**config.mk**
```make
export PLATFORM = sky130hd
export DESIGN_NAME = gmii_rx_frame_parser
export DESIGN_NICKNAME = d
export VERILOG_FILES = /design/src/rtl/gmii_rx_frame_parser.sv
export SDC_FILE = /design/constraint.sdc
export NUM_CORES = 1
export LEC_CHECK = 0
export ABC_AREA = 1
export CAP_MARGIN = 20
export CELL_PAD_IN_SITES_DETAIL_PLACEMENT = 0
export CELL_PAD_IN_SITES_GLOBAL_PLACEMENT = 1
export CORE_MARGIN = 2
export CORE_UTILIZATION = 40
export DETAILED_ROUTE_END_ITERATION = 6
export PLACE_DENSITY = 0.88
export SLEW_MARGIN = 20
export SYNTH_ARGS = -nofsm -noshare
export SYNTH_HDL_FRONTEND = slang
export SYNTH_SLANG_ARGS = --single-unit
```
**constraint.sdc**
```tcl
create_clock -name gmii_rx_clk -period 2 [get_ports gmii_rx_clk]
set_input_delay 0.5 -clock gmii_rx_clk [delete_from_list [all_inputs] [get_ports gmii_rx_clk]]
set_output_delay 0.5 -clock gmii_rx_clk [all_outputs]
set_load 0.005 [all_outputs]
```
**src/rtl/gmii_rx_frame_parser.sv**
```systemverilog
// gmii_rx_frame_parser
//   Parses GMII receive frames. It checks the preamble and SFD, filters on the
//   destination MAC (local unicast or broadcast), captures the header fields,
//   streams the payload with the 4-byte FCS stripped off, and reports
//   CRC, runt and oversize status at end of frame.
//
// Ports
//   gmii_rx_clk     receive clock; all logic on the rising edge
//   rst_n           asynchronous active-low reset
//   rx_dv, rxd      GMII receive data valid and byte (registered upstream)
//   rx_frame_start  one-cycle pulse when the destination MAC is accepted
//   rx_dst_mac      captured destination address, held until the next frame
//   rx_src_mac      captured source address, held until the next frame
//   rx_eth_type     captured EtherType, held until the next frame
//   rx_data         payload byte with the FCS stripped; qualified by rx_data_valid
//   rx_frame_end    one-cycle end-of-frame pulse, accepted frames only
//   rx_frame_good, rx_crc_err, rx_runt, rx_oversize, rx_payload_len
//                   frame status, valid with rx_frame_end and zero otherwise
module gmii_rx_frame_parser #(
  parameter logic [47:0] LOCAL_MAC_ADDR = 48'h000a3501fec0,
  parameter logic [10:0] MAX_FRAME_LEN  = 11'd1518
) (
  input  logic        gmii_rx_clk,
  input  logic        rst_n,
  input  logic        rx_dv,
  input  logic [7:0]  rxd,
  output logic        rx_frame_start,
  output logic [47:0] rx_dst_mac,
  output logic [47:0] rx_src_mac,
  output logic [15:0] rx_eth_type,
  output logic [7:0]  rx_data,
  output logic        rx_data_valid,
  output logic        rx_frame_end,
  output logic        rx_frame_good,
  output logic        rx_crc_err,
  output logic        rx_runt,
  output logic        rx_oversize,
  output logic [10:0] rx_payload_len
);

  localparam logic [31:0] CRC_POLY    = 32'hEDB88320;
  localparam logic [31:0] CRC_INIT    = 32'hFFFFFFFF;
  localparam logic [31:0] CRC_RESIDUE = 32'hDEBB20E3;
  localparam logic [47:0] BCAST_ADDR  = 48'hFFFFFFFFFFFF;
  localparam logic [10:0] N_MAX       = 11'd2047;

  typedef enum logic [2:0] {
    S_IDLE,
    S_PREAMBLE,
    S_HEADER,
    S_PAYLOAD,
    S_DROP
  } state_t;

  // Reflected CRC-32, one byte processed LSB first.
  function automatic logic [31:0] crc32_byte(input logic [31:0] crc_in, input logic [7:0] data);
    logic [31:0] c;
    c = crc_in;
    for (int i = 0; i < 8; i++) begin
      if (c[0] ^ data[i]) c = (c >> 1) ^ CRC_POLY;
      else                c = c >> 1;
    end
    return c;
  endfunction

  state_t           state_q, state_d;
  logic [10:0]      n_q, n_d;
  logic [31:0]      crc_q, crc_d;
  // Last five header bytes seen; with the current byte this forms a 48-bit address.
  logic [39:0]      hdr_q, hdr_d;
  // FCS-stripping delay line; element [3] is the byte sampled four bytes ago.
  logic [3:0][7:0]  dly_q, dly_d;
  // Set once rx_dv has been seen low since reset, so a frame already in
  // progress when reset releases is ignored rather than parsed from its middle.
  logic             armed_q, armed_d;

  logic             frame_start_q, frame_start_d;
  logic [47:0]      dst_mac_q, dst_mac_d;
  logic [47:0]      src_mac_q, src_mac_d;
  logic [15:0]      eth_type_q, eth_type_d;
  logic [7:0]       data_q, data_d;
  logic             data_valid_q, data_valid_d;
  logic             frame_end_q, frame_end_d;
  logic             frame_good_q, frame_good_d;
  logic             crc_err_q, crc_err_d;
  logic             runt_q, runt_d;
  logic             oversize_q, oversize_d;
  logic [10:0]      payload_len_q, payload_len_d;

  logic [47:0]      hdr_cand;
  logic             runt_w;
  logic             oversize_w;
  logic             crc_err_w;

  assign hdr_cand   = {hdr_q, rxd};
  // At end of frame n_q holds the total byte count, FCS included.
  assign runt_w     = (n_q < 11'd64);
  assign oversize_w = (n_q > MAX_FRAME_LEN);
  assign crc_err_w  = (crc_q != CRC_RESIDUE);

  always_comb begin
    state_d       = state_q;
    n_d           = n_q;
    crc_d         = crc_q;
    hdr_d         = hdr_q;
    dly_d         = dly_q;
    armed_d       = armed_q | ~rx_dv;
    frame_start_d = 1'b0;
    dst_mac_d     = dst_mac_q;
    src_mac_d     = src_mac_q;
    eth_type_d    = eth_type_q;
    data_d        = 8'h00;
    data_valid_d  = 1'b0;
    frame_end_d   = 1'b0;
    frame_good_d  = 1'b0;
    crc_err_d     = 1'b0;
    runt_d        = 1'b0;
    oversize_d    = 1'b0;
    payload_len_d = 11'd0;

    unique case (state_q)
      S_IDLE: begin
        if (rx_dv) begin
          if (armed_q && rxd == 8'h55) state_d = S_PREAMBLE;
          else                         state_d = S_DROP;
        end
      end

      S_PREAMBLE: begin
        if (!rx_dv) begin
          state_d = S_IDLE;
        end else if (rxd == 8'h55) begin
          state_d = S_PREAMBLE;
        end else if (rxd == 8'hD5) begin
          state_d = S_HEADER;
          n_d     = 11'd0;
          crc_d   = CRC_INIT;
        end else begin
          state_d = S_DROP;
        end
      end

      S_HEADER, S_PAYLOAD: begin
        if (rx_dv) begin
          crc_d = crc32_byte(crc_q, rxd);
          n_d   = (n_q == N_MAX) ? n_q : n_q + 11'd1;
          hdr_d = {hdr_q[31:0], rxd};
          dly_d = {dly_q[2:0], rxd};
          // Byte n_q-4 leaves the delay line once byte n_q arrives; the first
          // payload byte (index 14) therefore emerges when index 18 is sampled.
          if (n_q >= 11'd18) begin
            data_d       = dly_q[3];
            data_valid_d = 1'b1;
          end
          if (state_q == S_HEADER) begin
            if (n_q == 11'd5) begin
              if (hdr_cand == LOCAL_MAC_ADDR || hdr_cand == BCAST_ADDR) begin
                frame_start_d = 1'b1;
                dst_mac_d     = hdr_cand;
              end else begin
                state_d = S_DROP;
              end
            end
            if (n_q == 11'd11) src_mac_d = hdr_cand;
            if (n_q == 11'd13) begin
              eth_type_d = hdr_cand[15:0];
              state_d    = S_PAYLOAD;
            end
          end
        end else begin
          state_d = S_IDLE;
          // Only frames that passed the address filter (six bytes in) report status.
          if (n_q >= 11'd6) begin
            frame_end_d   = 1'b1;
            crc_err_d     = crc_err_w;
            runt_d        = runt_w;
            oversize_d    = oversize_w;
            frame_good_d  = ~(crc_err_w | runt_w | oversize_w);
            payload_len_d = (n_q >= 11'd18) ? (n_q - 11'd18) : 11'd0;
          end
        end
      end

      S_DROP: begin
        if (!rx_dv) state_d = S_IDLE;
      end

      default: state_d = S_IDLE;
    endcase
  end

  always_ff @(posedge gmii_rx_clk or negedge rst_n) begin
    if (!rst_n) begin
      state_q       <= S_IDLE;
      n_q           <= 11'd0;
      crc_q         <= CRC_INIT;
      hdr_q         <= '0;
      dly_q         <= '0;
      armed_q       <= 1'b0;
      frame_start_q <= 1'b0;
      dst_mac_q     <= '0;
      src_mac_q     <= '0;
      eth_type_q    <= '0;
      data_q        <= '0;
      data_valid_q  <= 1'b0;
      frame_end_q   <= 1'b0;
      frame_good_q  <= 1'b0;
      crc_err_q     <= 1'b0;
      runt_q        <= 1'b0;
      oversize_q    <= 1'b0;
      payload_len_q <= '0;
    end else begin
      state_q       <= state_d;
      n_q           <= n_d;
      crc_q         <= crc_d;
      hdr_q         <= hdr_d;
      dly_q         <= dly_d;
      armed_q       <= armed_d;
      frame_start_q <= frame_start_d;
      dst_mac_q     <= dst_mac_d;
      src_mac_q     <= src_mac_d;
      eth_type_q    <= eth_type_d;
      data_q        <= data_d;
      data_valid_q  <= data_valid_d;
      frame_end_q   <= frame_end_d;
      frame_good_q  <= frame_good_d;
      crc_err_q     <= crc_err_d;
      runt_q        <= runt_d;
      oversize_q    <= oversize_d;
      payload_len_q <= payload_len_d;
    end
  end

  assign rx_frame_start = frame_start_q;
  assign rx_dst_mac     = dst_mac_q;
  assign rx_src_mac     = src_mac_q;
  assign rx_eth_type    = eth_type_q;
  assign rx_data        = data_q;
  assign rx_data_valid  = data_valid_q;
  assign rx_frame_end   = frame_end_q;
  assign rx_frame_good  = frame_good_q;
  assign rx_crc_err     = crc_err_q;
  assign rx_runt        = runt_q;
  assign rx_oversize    = oversize_q;
  assign rx_payload_len = payload_len_q;

endmodule

```
* After elaboration in Yosys (flattened, before gate mapping) *
Cells that the tools add are included.

cells by class
  $add $sub $neg = 2
  magnitude comparators = 4
  equal/unequal tests = 23
  multiplexer cells = 75
  bitwise logic cells = 21
  reductions and logical operators = 12

operator list
  operator                                                             number
  2-to-1 mux 32 bit                                                    26
  inverter 13 -> 14 bit                                                8
  2-to-1 mux 11 bit                                                    9
  one-hot mux 32 bit (2 select lines)                                  1
  == test 48 x 36 -> 1 bit (second input constant)                     1
  == test 48 bit (second input constant)                               1
  2-to-1 mux 3 bit                                                     11
  inequality test 32 bit (second input constant)                       1
  2-to-1 mux 8 bit                                                     3
  2-to-1 mux 1 bit                                                     23
  == test 11 x 4 -> 1 bit (second input constant)                      2
  one-hot mux 11 bit (2 select lines)                                  1
  AND reduction 5 bit                                                  3
  inequality test 2 bit (second input constant)                        7
  one-hot mux 3 bit (4 select lines)                                   1
  adder 11 x 1 -> 11 bit (second input constant)                       1
  == test 11 bit (second input constant)                               1
  == test 11 x 3 -> 1 bit (second input constant)                      1
  greater-or-equal comparator 11 x 3 -> 1 bit (second input constant)  1
  greater-or-equal comparator 11 x 5 -> 1 bit (second input constant)  1
  > comparator 11 bit (second input constant)                          1
  less-than comparator 11 x 7 -> 1 bit (second input constant)         1
  subtractor 11 x 5 -> 11 bit (second input constant)                  1
  == test 8 x 7 -> 1 bit (second input constant)                       1
  other kinds (17)                                                     30

word-level totals
  bits in registers = 257
  output and inout bits = 138
  logic and storage cells = 158

* Logic depth before layout (Yosys ltp) *
Gate-level depths: netlist of run 1.

  depth after elaboration = 32
  mapped depth = 14
  depth with buffers taken out = 14

* Worst setup path before layout of run 1 *
OpenSTA, ideal clock, no wires.

  kind = input-to-reg
  from = input port rxd[6]
  to = register dst_mac_q[43], in the netlist rx_dst_mac[43]
  library setup time = 0.130 ns
  data arrival time = 1.630 ns
  setup slack = 0.240 ns
  stages on the path = 12
  path buffers = 3
  cell sequence = buf_2 nand2_1 inv_2 nand3_1 nor3_1 nand3_1 nand2_1 nand3_1 buf_2 buf_6 nand2_1 nand2_1

on the way
  longest elaborated chain between the ends = 3

ends and longest elaborated chain
  element                                                            line  source
  start, declared                                                    26    input logic [7:0] rxd,
  == test 48 x 36 -> 1 bit / == test 48 bit (equally long branches)  157   if (hdr_cand == LOCAL_MAC_ADDR || hdr_cand == BCAST_ADDR) begin
  logical OR 1 bit (*)                                               157
  AND reduction 5 bit (no source line) (*)                           -
  end signal, assigned                                               220   dst_mac_q <= dst_mac_d;
  end, declared                                                      78    logic [47:0] dst_mac_q, dst_mac_d;

Every way passes the cells marked *; elsewhere a longest branch is shown, timed or not.
A chain may end at the register's enable or synchronous reset.

* Worst setup path after layout of run 1 *
  from = register eth_type_q[4], in the netlist rx_eth_type[4]
  to = output port rx_eth_type[4]

RTL lines
  element                 line  source
  start, declared         80    logic [15:0] eth_type_q, eth_type_d;
  start signal, assigned  222   eth_type_q <= eth_type_d;
  end, declared           30    output logic [15:0] rx_eth_type,

No word-level cell between the ends.

==> flow_summary.toml, run 1 <==
[status]
status = "complete, no violations"

[global_route]
grt_max_degree = 55
antenna_found_initial = 0
grt_pass1_vias = 9249
grt_pass1_wl_um = 47300
grt_usage_pct = 20.4
overflow = 0

[pwr]
internal_power_mw = 8.04
netSwitchingPower_mw = 2.56
sw_frac_of_total_pct = 24.1
share_seq_of_total_power_pct = 45.2
powerDensity_nw_per_um2 = 737
comb_power_share_pct = 8.6
p_leak_nw = 7.04
clockPowerShare_pct = 46.2
ir_drop_mv = 0.569

[synth]
netlist_top_cells_count = "409 x nand2_1, 193 x dfrtp_1, 128 x inv_1, 94 x nor2_1, 81 x o21ai_0"
synth.most_common_cell = "nand2_1"
synthesis.area_um2 = 10800
yosysWarnings = 0
postSynthCellCount = 1312
syn_nets = 1328
synth.distinct_cells = 41
synth.largest_area_cell = "dfrtp_1"
synth_top_flop_cell = "dfrtp_1"
seq_area_frac_synth_pct = 52.5
syn_avg_cell_area_um2 = 8.23
synth_area_leaders = "dfrtp_1 45%, nand2_1 14%, dfstp_2 7.8%, inv_1 4.4%, o21ai_0 3.8%"
synth_edf_count = 0
synth_top_area_share_pct = 44.7
async_reset_ff_share_pct = 100
synth_seq_cells = 225

[worst_setup_path]
reg2reg_to = "crc_q[14]$_DFFE_PN1P_"
regToRegStartpoint = "state_q[2]$_DFFE_PN0P_"
worstRegToRegCells = 9
slowest_delay_ns = 0.54
critical_path.slowest_cell = "clkdlybuf4s50_1"
cp.arrival_ns = 1.42
r2r_slack_ns = 0.15
path_delay_family = "buffers and inverters"
cp.required_ns = 1.50
crit_fanout = 2
start_kind = "flop"
path_buf_inv = 1
crit_chain = "clkdlybuf4s50_1"
end_kind = "output port"
worstSetupPathType = "reg -> out"

[die]
placementRows = 60
start_util_pct = 40.4
dieArea_um2 = 28300
die_x_um = 168
fp.coreArea_um2 = 26700
io-pin-count = 149
die_y_um = 168

[drt]
ant_nets = 0
routedWlPerCell_um = 14.9
drtIter0Drc = 715
num_vias = 9286
drcViolationCount = 0
viasPerCell = 4.85
wirelength_um = 28600
dr.pass1.iters = 6

[finish]
diodes = 0
drive_above_1_share_pct = 16.1
fin_cells = 1914
area_delta_synth_final_pct = 33.1
fin_util_pct = 53.8
n_fill_cell = 2427
post-route-cell-area_um2 = 14400
nets = 1569

[clocking]
clk_pin_slew_ns = 0.06
clock_latency_ns = 0.52
cts_made_buffers = 26
h-tree-depth = 1
clock_sinks = 225
cts_tree = "yes"
cts-root-buf = "clkbuf_16"
clk_path_buf_depth = 3

[place]
dpl_cell_area_um2 = 13400
port_buffers = 148
numPlacedInstances = 1865
place.gp.congestion = 0.885
dpl.hpwl_um = 21200

[worst_hold_path]
hold_depth = 3
min_from = "rxd[3]"
holdPathEnd = "hdr_q[3]$_DFFE_PN0P_"
hold_class = "in -> reg"

[sta]
period_minus_slack_ns = 1.92
drv_slew = 0
tightest_slew_ns = 0.472
timing.slew.headroom_pct = 68.5
finalClockSkew_ns = 0.00831
hold_slack_ns = 0.366
setup_tns_ns = 0
setup_viol = 0
period_share_pct = 96.1
fmax_mhz = 521
finalHoldViolations = 0

[job]
cap_violations = 0
## registers in the layout, summed over array words and instances (netlist names), 3 cells and up
register,flops
crc_q,32
n_q,11
rx_dst_mac,48
rx_data,8
rx_eth_type,16
rx_src_mac,48
rx_payload_len,11
state_q,3
hdr_q,40
## through the flow
| step | setup WS, ns | power (mW) |
|---|---|---|
| after floorplan | 0.240 | 5.35 |
| after global placement | -0.411 | 5.76 |
| after detailed placement | -0.523 | 5.78 |
| after CTS | 0.0149 | 10.7 |
| after global routing | -0.0274 | 11.0 |
| final | 0.0790 | 10.6 |
## worst min-delay path: stages
cell	delay, ns
dlymetal6s2s_1	0.20
nand2_1	0.08
o21ai_0	0.06
## placed cells by master (no fill, tap or decap), types with 16 or more instances in the layout
cell type	n
nand2_1	409
dfrtp_1	193
clkdlybuf4s50_1	144
inv_1	126
buf_4	102
nor2_1	91
o21ai_0	81
nand3_1	75
o21ai_1	46
xor2_1	40
dfstp_2	32
clkbuf_16	27
nor3_1	26
nand4_1	24
inv_2	21
xnor2_1	16
## worst max path at each step
stage,from,endpoint,slack (ns),cells after the start
2_1_floorplan,rxd[6],rx_dst_mac[43]$_DFFE_PN0P_,0.24,12
3_3_place_gp,rxd[5],crc_q[18]$_DFFE_PN1P_,-0.41,12
3_5_place_dp,rxd[5],crc_q[9]$_DFFE_PN1P_,-0.52,12
4_1_cts,rxd[5],crc_q[9]$_DFFE_PN1P_,0.01,12
5_1_grt,n_q[0]$_DFFE_PN0P_,n_q[7]$_DFFE_PN0P_,-0.03,12
6_report,rx_eth_type[4]$_DFFE_PN0P_,rx_eth_type[4],0.08,1
## power by group through the flow
stage / Clock (mW) / Sequential [mW] / Combinational, mW
detailed placement: 0 / 4.86 / 0.915
global placement: 0 / 4.86 / 0.900
global route: 5.19 / 4.80 / 1.03
finish: 4.90 / 4.79 / 0.915
floorplan: 0 / 4.83 / 0.528
CTS: 5.02 / 4.78 / 0.922
## repair_timing
item | CTS | global route
endpoints found under the setup margin | 0 | 85
endpoints found under the hold margin | 21 | 0
hold buffers | 1 | 0
setup buffers | 0 | 0
gates resized for setup | 0 | 12
## logic make-up (layout without fill, tap and decap cells)
kind of cell	Yosys count	after routing	share of synthesized area (%)
xor+xnor	59	59	4.99
buf+inv	200	461	7.98
fa+ha+maj	5	5	0.579
compound gates	148	148	7.11
flops	225	225	52.5
simple gates	675	675	26.8
## routing by layer
| layer | share of wire (%) | GRT usage [%] | vias up |
|---|---|---|---|
| li1 | - | - | 4623 |
| met1 | 46 | 28.0 | 4433 |
| met2 | 48 | 34.7 | 193 |
| met3 | 4.1 | 2.33 | 37 |
| met4 | 1.7 | 4.80 | 0 |
| met5 | 0 | 0 | - |
## area by class of cell
cell class,instances,area [um2],area share [%]
flip-flops and latches,225,5670,39.5
multi-input cells,887,4300,29.9
repair buffers,263,2510,17.5
clock buffers,36,749,5.22
inverters,150,566,3.94
well taps,341,427,2.97
clock inverters,12,148,1.03
Note: power is estimated with default switching activity, not from simulation.
==> run 2, diff against run 1 <==
- PLACE_DENSITY: 0.88 -> 0.83
- SKIP_CTS_REPAIR_TIMING: default -> 1
==> run 2 against run 1 <==
Worst hold slack better by 0.011 ns. First-iteration DRC count decreased by 3.5%. Highest routed layer unchanged. Global-route usage rose by 0.32 points. Clock power barely moved. Critical path type unchanged. Register-to-register slack lost 0.08 ns. Final area grew 0.98%. Setup slack worse by 0.026 ns.
==> flow_summary.toml, run 2 (synthesis results as in run 1) <==
[global_route]
antenna_found_initial = 0
grt_pass1_wl_um = 47900
overflow = 0
grt_pass1_vias = 9125
grt_usage_pct = 20.7
grt_max_degree = 78

[sta]
period_minus_slack_ns = 1.95
finalHoldViolations = 0
setup_viol = 0
fmax_mhz = 514
tightest_slew_ns = 0.419
rsz0062_at_grt = "yes"
finalClockSkew_ns = 0.00978
drv_slew = 0
period_share_pct = 97.3
timing.slew.headroom_pct = 71.8
setup_tns_ns = 0

[worst_setup_path]
end_kind = "output port"
reg2reg_to = "rx_eth_type[3]$_DFFE_PN0P_"
r2r_slack_ns = 0.07
slowest_delay_ns = 0.56
crit_fanout = 2
path_buf_inv = 1
regToRegStartpoint = "n_q[6]$_DFFE_PN0P_"
cp.arrival_ns = 1.45
start_kind = "flop"
critical_path.slowest_cell = "clkdlybuf4s50_1"
path_delay_family = "buffers and inverters"
crit_chain = "clkdlybuf4s50_1"
worstRegToRegCells = 9
worstSetupPathType = "reg -> out"
cp.required_ns = 1.50

[status]
status = "complete, no violations"

[die]
die_y_um = 168
placementRows = 60
fp.coreArea_um2 = 26700
dieArea_um2 = 28300
io-pin-count = 149
die_x_um = 168
start_util_pct = 40.4

[finish]
fin_util_pct = 54.3
final_cell_mix = "407 x nand2_1, 191 x dfrtp_1, 146 x clkdlybuf4s50_1"
multi_input_area_um2 = 4370
final_common_cell = "nand2_1"
n_fill_cell = 2441
drive_above_1_share_pct = 16.8
diodes = 0
nets = 1569
area_delta_synth_final_pct = 34.3
regArea_um2 = 5670

[place]
place.gp.congestion = 0.884
port_buffers = 148
dpl.hpwl_um = 21200

[clocking]
cts_tree = "yes"
h-tree-depth = 1
clk_pin_slew_ns = 0.07
cts-root-buf = "clkbuf_16"
cts_made_buffers = 25
clock_latency_ns = 0.54
clk_path_buf_depth = 3
clock_sinks = 225

[pwr]
clockPowerShare_pct = 46.1
internal_power_mw = 7.97
p_leak_nw = 7.07
ir_drop_mv = 0.547
powerDensity_nw_per_um2 = 730
netSwitchingPower_mw = 2.62
share_seq_of_total_power_pct = 45.1
sw_frac_of_total_pct = 24.7
comb_power_share_pct = 8.9

[drt]
dr.pass1.iters = 5
viasPerCell = 4.91
num_vias = 9377
wirelength_um = 29800
routedWlPerCell_um = 15.6
ant_nets = 0
drcViolationCount = 0
drtIter0Drc = 690

[job]
cap_violations = 0

[worst_hold_path]
hold_class = "in -> async"
-- run 2: cell type report --
type | count | area share (%)
clock buffer | 33 | 5.00
clock inverter | 10 | 1.03
inverter | 150 | 3.90
multi-input combinational | 887 | 30.1
sequential | 225 | 39.1
tap | 341 | 2.94
timing repair buffer | 264 | 17.9
-- run 2: stage by stage --
step | std cells | hold WS, ns | area (um2) | setup WS [ns] | total power [mW]
after floorplan | 1312 | 0.204 | 10800 | 0.240 | 5.35
after global placement | 1859 | 0.336 | 13400 | -0.403 | 5.76
after detailed placement | 1859 | 0.338 | 13400 | -0.444 | 5.78
after CTS | 1902 | -0.225 | 14300 | -0.0468 | 10.7
after global routing | 1910 | 0.376 | 14500 | -0.0344 | 11.0
final | 1910 | 0.376 | 14500 | 0.0534 | 10.6
-- run 2: worst max path at each step --
stage,to,slack [ns],from,cells past startpoint
4_1_cts,rx_data[7]$_DFF_PN0_,-0.05,n_q[1]$_DFFE_PN0P_,10
5_1_grt,rx_eth_type[10]$_DFFE_PN0P_,-0.03,n_q[6]$_DFFE_PN0P_,8
6_report,rx_eth_type[1],0.05,rx_eth_type[1]$_DFFE_PN0P_,1
2_1_floorplan,rx_dst_mac[43]$_DFFE_PN0P_,0.24,rxd[6],12
3_5_place_dp,crc_q[20]$_DFFE_PN1P_,-0.44,rxd[0],12
3_3_place_gp,crc_q[20]$_DFFE_PN1P_,-0.40,rxd[0],12
-- run 2: power by group through the flow --
| stage | Combinational [mW] | Clock [mW] | Sequential [mW] |
|---|---|---|---|
| final | 0.939 | 4.88 | 4.77 |
| after global placement | 0.913 | 0 | 4.85 |
| after detailed placement | 0.925 | 0 | 4.85 |
| after floorplan | 0.528 | 0 | 4.83 |
| after CTS | 0.930 | 4.98 | 4.77 |
| after global routing | 1.05 | 5.17 | 4.78 |
-- run 2: metal layers --
| layer | global-route usage (%) | vias up | wire length, um |
|---|---|---|---|
| met4 | 5.32 | 0 | 650 |
| met1 | 29.1 | 4434 | 13500 |
| li1 | - | 4625 | - |
| met3 | 2.96 | 48 | 1540 |
| met5 | 0 | - | 0 |
| met2 | 33.8 | 270 | 14100 |
